File: src/rtl/modem_ctl_monitor_pkg.sv
// Shared constants for the modem-control (DTR/RTS) receive monitor.
package modem_ctl_monitor_pkg;

   localparam logic MODEM_IDLE_LEVEL        = 1'b1;
   localparam int   DEFAULT_DEBOUNCE_CYCLES = 12000;
   localparam int   DEFAULT_COUNT_WIDTH     = 8;

   localparam logic CH_DTR = 1'b0;
   localparam logic CH_RTS = 1'b1;

   // Debounce counter must be able to hold DEBOUNCE_CYCLES-1 for any legal value.
   function automatic int debounce_width(input int cycles);
      return $clog2(cycles) + 1;
   endfunction

endpackage

File: src/rtl/modem_ctl_monitor_if.sv
// Modem-control monitor bus: raw host lines in, debounced status out.
// DSR/CTS exist only when MODEM_CTL_ECHO_EN is defined.
interface modem_ctl_monitor_if
   import modem_ctl_monitor_pkg::*;
#(
   parameter int COUNT_WIDTH = DEFAULT_COUNT_WIDTH
);
   logic                   DTR;
   logic                   RTS;
   logic                   CLEAR;
   logic                   DTR_LEVEL;
   logic                   RTS_LEVEL;
   logic                   DTR_FALL;
   logic                   DTR_RISE;
   logic                   RTS_FALL;
   logic                   RTS_RISE;
   logic [COUNT_WIDTH-1:0] DTR_COUNT;
   logic [COUNT_WIDTH-1:0] RTS_COUNT;
`ifdef MODEM_CTL_ECHO_EN
   logic                   DSR;
   logic                   CTS;
`endif

   modport slave (
      input  DTR, RTS, CLEAR,
      output DTR_LEVEL, RTS_LEVEL, DTR_FALL, DTR_RISE, RTS_FALL, RTS_RISE,
`ifdef MODEM_CTL_ECHO_EN
      output DSR, CTS,
`endif
      output DTR_COUNT, RTS_COUNT
   );

   modport master (
      output DTR, RTS, CLEAR,
      input  DTR_LEVEL, RTS_LEVEL, DTR_FALL, DTR_RISE, RTS_FALL, RTS_RISE,
`ifdef MODEM_CTL_ECHO_EN
      input  DSR, CTS,
`endif
      input  DTR_COUNT, RTS_COUNT
   );

endinterface

File: src/rtl/modem_ctl_channel.sv
// One modem-control line: 2-flop synchroniser, debounce, level/edge outputs
// and a wrapping assertion (fall) counter with synchronous clear.
module modem_ctl_channel
   import modem_ctl_monitor_pkg::*;
#(
   parameter int DEBOUNCE_CYCLES = DEFAULT_DEBOUNCE_CYCLES,
   parameter int COUNT_WIDTH     = DEFAULT_COUNT_WIDTH
) (
   input  logic                   clk,
   input  logic                   srst,
   input  logic                   raw_in,
   input  logic                   clear,
   output logic                   level,
   output logic                   fall,
   output logic                   rise,
   output logic [COUNT_WIDTH-1:0] count
);

   localparam int               DB_W    = debounce_width(DEBOUNCE_CYCLES);
   localparam logic [DB_W-1:0]  DB_LAST = DB_W'(DEBOUNCE_CYCLES - 1);

   logic                   sync1_reg;
   logic                   sync2_reg;
   logic                   stable_reg;
   logic                   level_reg;
   logic                   fall_reg;
   logic                   rise_reg;
   logic [DB_W-1:0]        db_cnt_reg;
   logic [COUNT_WIDTH-1:0] count_reg;

   always_ff @(posedge clk) begin
      if (srst) begin
         sync1_reg  <= MODEM_IDLE_LEVEL;
         sync2_reg  <= MODEM_IDLE_LEVEL;
         stable_reg <= MODEM_IDLE_LEVEL;
         level_reg  <= MODEM_IDLE_LEVEL;
         fall_reg   <= 1'b0;
         rise_reg   <= 1'b0;
         db_cnt_reg <= '0;
         count_reg  <= '0;
      end else begin
         sync1_reg <= raw_in;
         sync2_reg <= sync1_reg;

         // Any sample agreeing with the stable level restarts the qualification window.
         if (sync2_reg == stable_reg) begin
            db_cnt_reg <= '0;
         end else if (db_cnt_reg == DB_LAST) begin
            stable_reg <= sync2_reg;
            db_cnt_reg <= '0;
         end else begin
            db_cnt_reg <= db_cnt_reg + 1'b1;
         end

         // Output stage: level and its edge pulses leave on the same edge.
         level_reg <= stable_reg;
         fall_reg  <= level_reg & ~stable_reg;
         rise_reg  <= ~level_reg & stable_reg;

         if (clear) begin
            count_reg <= '0;
         end else if (fall_reg) begin
            count_reg <= count_reg + 1'b1;
         end
      end
   end

   assign level = level_reg;
   assign fall  = fall_reg;
   assign rise  = rise_reg;
   assign count = count_reg;

endmodule

File: src/rtl/modem_ctl_monitor.sv
// Top of the DTR/RTS monitor: two independent channels plus optional
// DSR/CTS echo registers (enabled by defining MODEM_CTL_ECHO_EN).
module modem_ctl_monitor
   import modem_ctl_monitor_pkg::*;
#(
   parameter int DEBOUNCE_CYCLES = DEFAULT_DEBOUNCE_CYCLES,
   parameter int COUNT_WIDTH     = DEFAULT_COUNT_WIDTH
) (
   input  logic               CLK,
   input  logic               RESET,
   modem_ctl_monitor_if.slave bus
);

   logic [1:0]             raw_in;
   logic [1:0]             level;
   logic [1:0]             fall;
   logic [1:0]             rise;
   logic [COUNT_WIDTH-1:0] count [2];

   assign raw_in[CH_DTR] = bus.DTR;
   assign raw_in[CH_RTS] = bus.RTS;

   genvar gi;
   generate
      for (gi = 0; gi < 2; gi++) begin : g_ch
         modem_ctl_channel #(
            .DEBOUNCE_CYCLES (DEBOUNCE_CYCLES),
            .COUNT_WIDTH     (COUNT_WIDTH)
         ) u_channel (
            .clk    (CLK),
            .srst   (RESET),
            .raw_in (raw_in[gi]),
            .clear  (bus.CLEAR),
            .level  (level[gi]),
            .fall   (fall[gi]),
            .rise   (rise[gi]),
            .count  (count[gi])
         );
      end
   endgenerate

   assign bus.DTR_LEVEL = level[CH_DTR];
   assign bus.RTS_LEVEL = level[CH_RTS];
   assign bus.DTR_FALL  = fall[CH_DTR];
   assign bus.DTR_RISE  = rise[CH_DTR];
   assign bus.RTS_FALL  = fall[CH_RTS];
   assign bus.RTS_RISE  = rise[CH_RTS];
   assign bus.DTR_COUNT = count[CH_DTR];
   assign bus.RTS_COUNT = count[CH_RTS];

`ifdef MODEM_CTL_ECHO_EN
   // Hardware acknowledge toward the host, one cycle behind the levels.
   logic dsr_reg;
   logic cts_reg;

   always_ff @(posedge CLK) begin
      if (RESET) begin
         dsr_reg <= MODEM_IDLE_LEVEL;
         cts_reg <= MODEM_IDLE_LEVEL;
      end else begin
         dsr_reg <= level[CH_DTR];
         cts_reg <= level[CH_RTS];
      end
   end

   assign bus.DSR = dsr_reg;
   assign bus.CTS = cts_reg;
`endif

endmodule

File: src/flat_wrapper.sv
// flat-port wrapper written by rule: the top's interface ports become plain ports
module modem_ctl_monitor_flat import modem_ctl_monitor_pkg::*;
#(
   parameter int DEBOUNCE_CYCLES = DEFAULT_DEBOUNCE_CYCLES,
   parameter int COUNT_WIDTH     = DEFAULT_COUNT_WIDTH
)
  (CLK, RESET, bus_DTR, bus_RTS, bus_CLEAR, bus_DTR_LEVEL, bus_RTS_LEVEL, bus_DTR_FALL, bus_DTR_RISE, bus_RTS_FALL, bus_RTS_RISE, bus_DTR_COUNT, bus_RTS_COUNT);
  modem_ctl_monitor_if #(.COUNT_WIDTH(COUNT_WIDTH)) bus_i ();
  input  logic CLK;
  input  logic RESET;
  input wire logic [$bits(bus_i.DTR)-1:0] bus_DTR;
  input wire logic [$bits(bus_i.RTS)-1:0] bus_RTS;
  input wire logic [$bits(bus_i.CLEAR)-1:0] bus_CLEAR;
  output wire logic [$bits(bus_i.DTR_LEVEL)-1:0] bus_DTR_LEVEL;
  output wire logic [$bits(bus_i.RTS_LEVEL)-1:0] bus_RTS_LEVEL;
  output wire logic [$bits(bus_i.DTR_FALL)-1:0] bus_DTR_FALL;
  output wire logic [$bits(bus_i.DTR_RISE)-1:0] bus_DTR_RISE;
  output wire logic [$bits(bus_i.RTS_FALL)-1:0] bus_RTS_FALL;
  output wire logic [$bits(bus_i.RTS_RISE)-1:0] bus_RTS_RISE;
  output wire logic [$bits(bus_i.DTR_COUNT)-1:0] bus_DTR_COUNT;
  output wire logic [$bits(bus_i.RTS_COUNT)-1:0] bus_RTS_COUNT;
  assign bus_i.DTR = bus_DTR;
  assign bus_i.RTS = bus_RTS;
  assign bus_i.CLEAR = bus_CLEAR;
  assign bus_DTR_LEVEL = bus_i.DTR_LEVEL;
  assign bus_RTS_LEVEL = bus_i.RTS_LEVEL;
  assign bus_DTR_FALL = bus_i.DTR_FALL;
  assign bus_DTR_RISE = bus_i.DTR_RISE;
  assign bus_RTS_FALL = bus_i.RTS_FALL;
  assign bus_RTS_RISE = bus_i.RTS_RISE;
  assign bus_DTR_COUNT = bus_i.DTR_COUNT;
  assign bus_RTS_COUNT = bus_i.RTS_COUNT;
  modem_ctl_monitor #(.DEBOUNCE_CYCLES(DEBOUNCE_CYCLES), .COUNT_WIDTH(COUNT_WIDTH)) u_core (.CLK(CLK), .RESET(RESET), .bus(bus_i));
endmodule
File: config.mk
export PLATFORM = sky130hd
export DESIGN_NAME = modem_ctl_monitor_flat
export DESIGN_NICKNAME = d
export VERILOG_FILES = /design/src/rtl/modem_ctl_monitor_pkg.sv /design/src/rtl/modem_ctl_monitor_if.sv /design/src/rtl/modem_ctl_channel.sv /design/src/rtl/modem_ctl_monitor.sv /design/src/flat_wrapper.sv
export SDC_FILE = /design/constraint.sdc
export NUM_CORES = 1
export LEC_CHECK = 0
export CAP_MARGIN = 20
export CORE_MARGIN = 5
export CORE_UTILIZATION = 56
export CTS_CLUSTER_DIAMETER = 80
export DETAILED_ROUTE_END_ITERATION = 7
export DONT_BUFFER_PORTS = 1
export PLACE_DENSITY = 0.82
export SLEW_MARGIN = 20
export SYNTH_ARGS = -nofsm -noshare
export SYNTH_HDL_FRONTEND = slang
export SYNTH_SLANG_ARGS = --single-unit
export TNS_END_PERCENT = 30
File: constraint.sdc
create_clock -name CLK -period 1.5 [get_ports CLK]
set_input_delay 0.375 -clock CLK [delete_from_list [all_inputs] [get_ports CLK]]
set_output_delay 0.375 -clock CLK [all_outputs]
set_load 0.03 [all_outputs]
* Word-level counts from Yosys, hierarchy flattened
Cells that the tools add are included.
** Cells by class
- Add/subtract/negate cells :: 4
- $mul :: 0
- Divide/modulo/power cells :: 0
- Magnitude comparators :: 0
- Equality and inequality tests :: 4
- Shifts and indexed selects :: 0
- Muxes and demuxes :: 0
- Bitwise gates (word level) :: 10
- Reductions and logical operators :: 5
** Operators with widths (count)
- 15-bit by 1-bit adder with 15-bit output, second input constant :: 2
- 15-bit by 14-bit == test with 1-bit output, second input constant :: 2
- 8-bit by 1-bit adder with 8-bit output, second input constant :: 2
- 1-bit NOT :: 6
- 3-bit OR reduction :: 2
- 1-bit bitwise AND :: 4
- 2-bit AND reduction :: 2
- 1-bit == test :: 2
- 2-bit OR reduction :: 1
** Storage, ports and cells
- Register bits after elaboration :: 58
- Latch bits :: 0
- Bits in writable memories :: 0
- ROM bits :: 0
- Input bits :: 5
- Output and inout port bits :: 22
- Word-level logic and storage cells :: 39
- Memories kept :: 0

* Depth between registers and ports, before layout
- Depth after elaboration :: 3
- Depth in mapped cells :: 6
- Depth with buffers taken out :: 5

* Modules after synthesis
From an unflattened synthesis, not the netlist that was laid out.
** Second synthesis, totals
- Cell total of the unflattened synthesis :: 248
- Area, all modules :: 2369.8 sq um
** By module, submodules not included
- modem_ctl_channel :: instances 2, cells an instance 124, area an instance 1184.9 sq um, sequential area each 580.6 sq um

* Worst setup path after synthesis
OpenSTA, ideal clock, no wires.
- Path type :: reg-to-reg
- From :: register u_core.g_ch[1].u_channel.db_cnt_reg[0]
- To :: register u_core.g_ch[1].u_channel.db_cnt_reg[14]
- Library setup time :: 0.070 ns
- Arrival time :: 1.503 ns
- Data required time :: 1.430 ns
- Setup slack :: -0.072 ns
- Cell stages (with the launch flop) :: 6
- Buffers on the path :: 0
- Period minus slack after synthesis :: 1.572 ns
- Cells stage by stage :: dfxtp_1 -> ha_1 -> and4_4 -> nand2_4 -> or4_1 -> a21oi_1
** Between the ends
- Word-level cells in the longest chain between the ends :: 2
- Elaborated cells between the ends (all ways) :: 3
- Those cells by class :: add/sub: 1; eq/ne: 1; reduce/logical: 1
** RTL lines
- from (decl) :: RTL line modem_ctl_channel.sv:28 : logic [DB_W-1:0] db_cnt_reg;
- from (signal assigned) :: RTL line modem_ctl_channel.sv:52 : db_cnt_reg <= db_cnt_reg + 1'b1;
- branches (longest 2 deep; another with 15-bit by 1-bit adder with 15-bit output)
Several ways; the timed one is not identified.
A chain may end at the register's enable or synchronous reset.

* Worst setup path in the final report
Same ends and word-level chain as after synthesis.

==> run summary <==
combinational power share: 0.011
Final Skew: 0.00824 ns
area share of the largest cell type after synthesis: 0.489
Mapped Cells: 257
max-cap violations: 0
H-tree depth: 3
pin slew with the least headroom to its limit: 0.403 ns
TritonRoute pass-1 iters: 4
final worst slack: 0.0322 ns
Req. time, crit path: 1.77 ns
effective utilization at floorplan: 0.585
RSZ-0062 raised after global routing: true
die area: 5640 sq um
crit path max fanout: 3
Post-Syn Nets: 266
area leader, netlist: dfxtp_1
first-pass GRT wire length: 8080 um
Post-CTS Hold Buffers: 0
CTS Sinks: 58
Fmax: 681 MHz
status: finished, final reports clean
core region area: 4060 sq um
First DRT Iteration DRCs: 62
Bufs and invs on worst path: 0
Nets: 303
fin. max-slew vios: 0
initial antenna violation count: 0
CP Cell Sequence: ha_4, and4_4, nand2_4, or4_1, a21oi_1
Area Growth Syn to Fin: 22.5%
HP Class: in -> reg
Layout Utilization: 0.717
critical path's largest stage delay: 0.50 ns
Max-slew headroom: 0.731
GRT Total Usage: 0.192
Die Wd: 75.1 um
Mapped Area: 2370 sq um
DRC: 0
Clock power frac: 0.476
Worst-Skew Late Latency: 0.34 ns
DP Worst Slack: -0.0218 ns
Worst-path clk slew: 0.06 ns
largest cells by area after synthesis: dfxtp_1 49%, nor2_1 7.4%, xor2_1 7.0%
Cell Pwr Density: 1040 nW/um^2
delay-heaviest family, CP: simple AND/OR/NAND/NOR gates
vias per cell: 5.40
hold_ws: 0.113 ns
FP Rows: 23
vias in the first global route: 1878
Lkg Pwr: 1.04 nW
peak supply drop: 0.886 mV
Pwr Total: 3.02 mW
IO Count: 27
DR vias: 1884
HPWL Detailed: 3380 um
total CTS buffers: 9
Diodes inserted: 0
Final setup viols: 0
Post-DRT Antenna Nets: 0
count leader, synth: dfxtp_1
cell internal pwr: 2.41 mW
syn_area_per_cell: 9.24 sq um
root buffer cell: clkbuf_8
Final period util: 0.979
Ys Warns: 0
CP endpoint kind: flop
synthesized flop and latch total: 58
Startpoint Class: flop
Min Clock Period, post-route: 1.47 ns
GRT overflow: 0
Die H: 75.1 um
crit path kind: reg -> reg
EDFF count, synth: 0
RePlAce Congestion: 0.828
slowest CP cell: or4_1
Seq pwr share: 0.513
library cells used by synthesis: 33
prevailing post-synth register cell: dfxtp_1
CTS tree: done
switching pwr: 0.615 mW
Worst Path Arrival: 1.73 ns
maximum clock path buffer count: 2
most frequent cells after synthesis: 58 x dfxtp_1, 47 x nor2_1, 19 x xor2_1
share of cells above drive strength 1: 0.244
DRT Wirelength: 4860 um
ys async rst share: 0
largest net degree at the start of global routing: 17
max reg flops: 30
IO buf count: 0
post-synthesis sequential area ratio: 0.489
Sw Ratio: 0.203
final hold vios: 0
Avg WL per Cell: 13.9 um
[what timing repair did]
item                       4_1_cts  5_1_grt
gates cloned                     1        0
resized for setup                0       11
buffers inserted                 2        3
pin swaps                        3        5
setup endpoints to repair       14       27
[cells in the final DEF (no fill, tap or decap), types with 2 or more instances in the layout]
master,instances
dfxtp_1,53
nor2_1,45
buf_4,32
xor2_1,19
xnor2_1,18
nand4_1,15
nand2_1,14
nand3_1,11
clkbuf_8,11
nor3_1,7
inv_1,6
or2_2,6
a21oi_1,6
nor4_1,5
dfxtp_2,5
and3_1,4
o21ai_0,4
or3_1,4
nand2b_1,3
nor3b_1,3
clkinv_2,3
mux2i_1,2
or2_4,2
nor2_2,2
ha_1,2
ha_4,2
[power by group through the flow]
stage,logic (mW),clock network (mW),registers [mW]
after floorplan,0.0255,0,1.58
final,0.0337,1.44,1.55
after global routing,0.0375,1.54,1.55
after detailed placement,0.0318,0,1.58
after CTS,0.0328,1.46,1.55
after global placement,0.0306,0,1.58
[kinds of logic after synthesis]
| family | count (synthesis) | share of synthesized area |
|---|---|---|
| simple gates | 129 | 0.285 |
| fa+ha+maj | 4 | 0.0211 |
| flops | 58 | 0.489 |
| compound gates | 12 | 0.0263 |
| buf+inv | 15 | 0.0337 |
| xor+xnor | 37 | 0.136 |
| mux | 2 | 0.00843 |
[through the flow]
stage / TNS [ns] / area [sq um] / cells
floorplan: -0.0114 / 2390 / 257
global placement: 0 / 2630 / 327
detailed placement: -0.151 / 2630 / 327
CTS: -0.000592 / 2850 / 346
global route: -0.272 / 2910 / 349
finish: 0 / 2910 / 349
[per-layer routing]
layer,part of all wire,routed length (um),up-vias,global-route usage
met4,0.016,78,0,0.0870
met5,0,0,-,0
met1,0.43,2090,890,0.216
met3,0.043,207,8,0.0708
met2,0.51,2490,32,0.323
li1,-,-,954,-
[area by class of cell]
class,count,area (sq um)
timing repair buffer,34,272
sequential,58,1170
clock buffer,11,151
tap,50,62.6
clock inverter,5,52.6
inverter,6,22.5
multi-input combinational,185,1180
fill,274,1150
[worst paths after layout]
| check | from | end | slack (ns) | cells past startpoint |
|---|---|---|---|---|
| worst max-delay path | u_core.g_ch[1].u_channel.db_cnt_reg[0]$_SDFF_PP0_ | u_core.g_ch[1].u_channel.db_cnt_reg[14]$_SDFF_PP0_ | 0.03 | 5 |
| worst min-delay path | RESET | u_core.g_ch[1].u_channel.rise$_SDFF_PP0_ | 0.11 | 1 |
| worst max register to register | u_core.g_ch[1].u_channel.db_cnt_reg[0]$_SDFF_PP0_ | u_core.g_ch[1].u_channel.db_cnt_reg[14]$_SDFF_PP0_ | 0.03 | 5 |
| worst min register to register | u_core.g_ch[1].u_channel.sync1_reg$_SDFF_PP1_ | u_core.g_ch[1].u_channel.sync2_reg$_SDFF_PP1_ | 0.41 | 1 |
[worst register-to-register path: stages (launching register included)]
cell	delay, ns
dfxtp_2	0.35
ha_4	0.13
and4_4	0.23
nand2_4	0.06
or4_1	0.50
a21oi_1	0.13
Note: power is estimated with default switching activity, not from simulation.
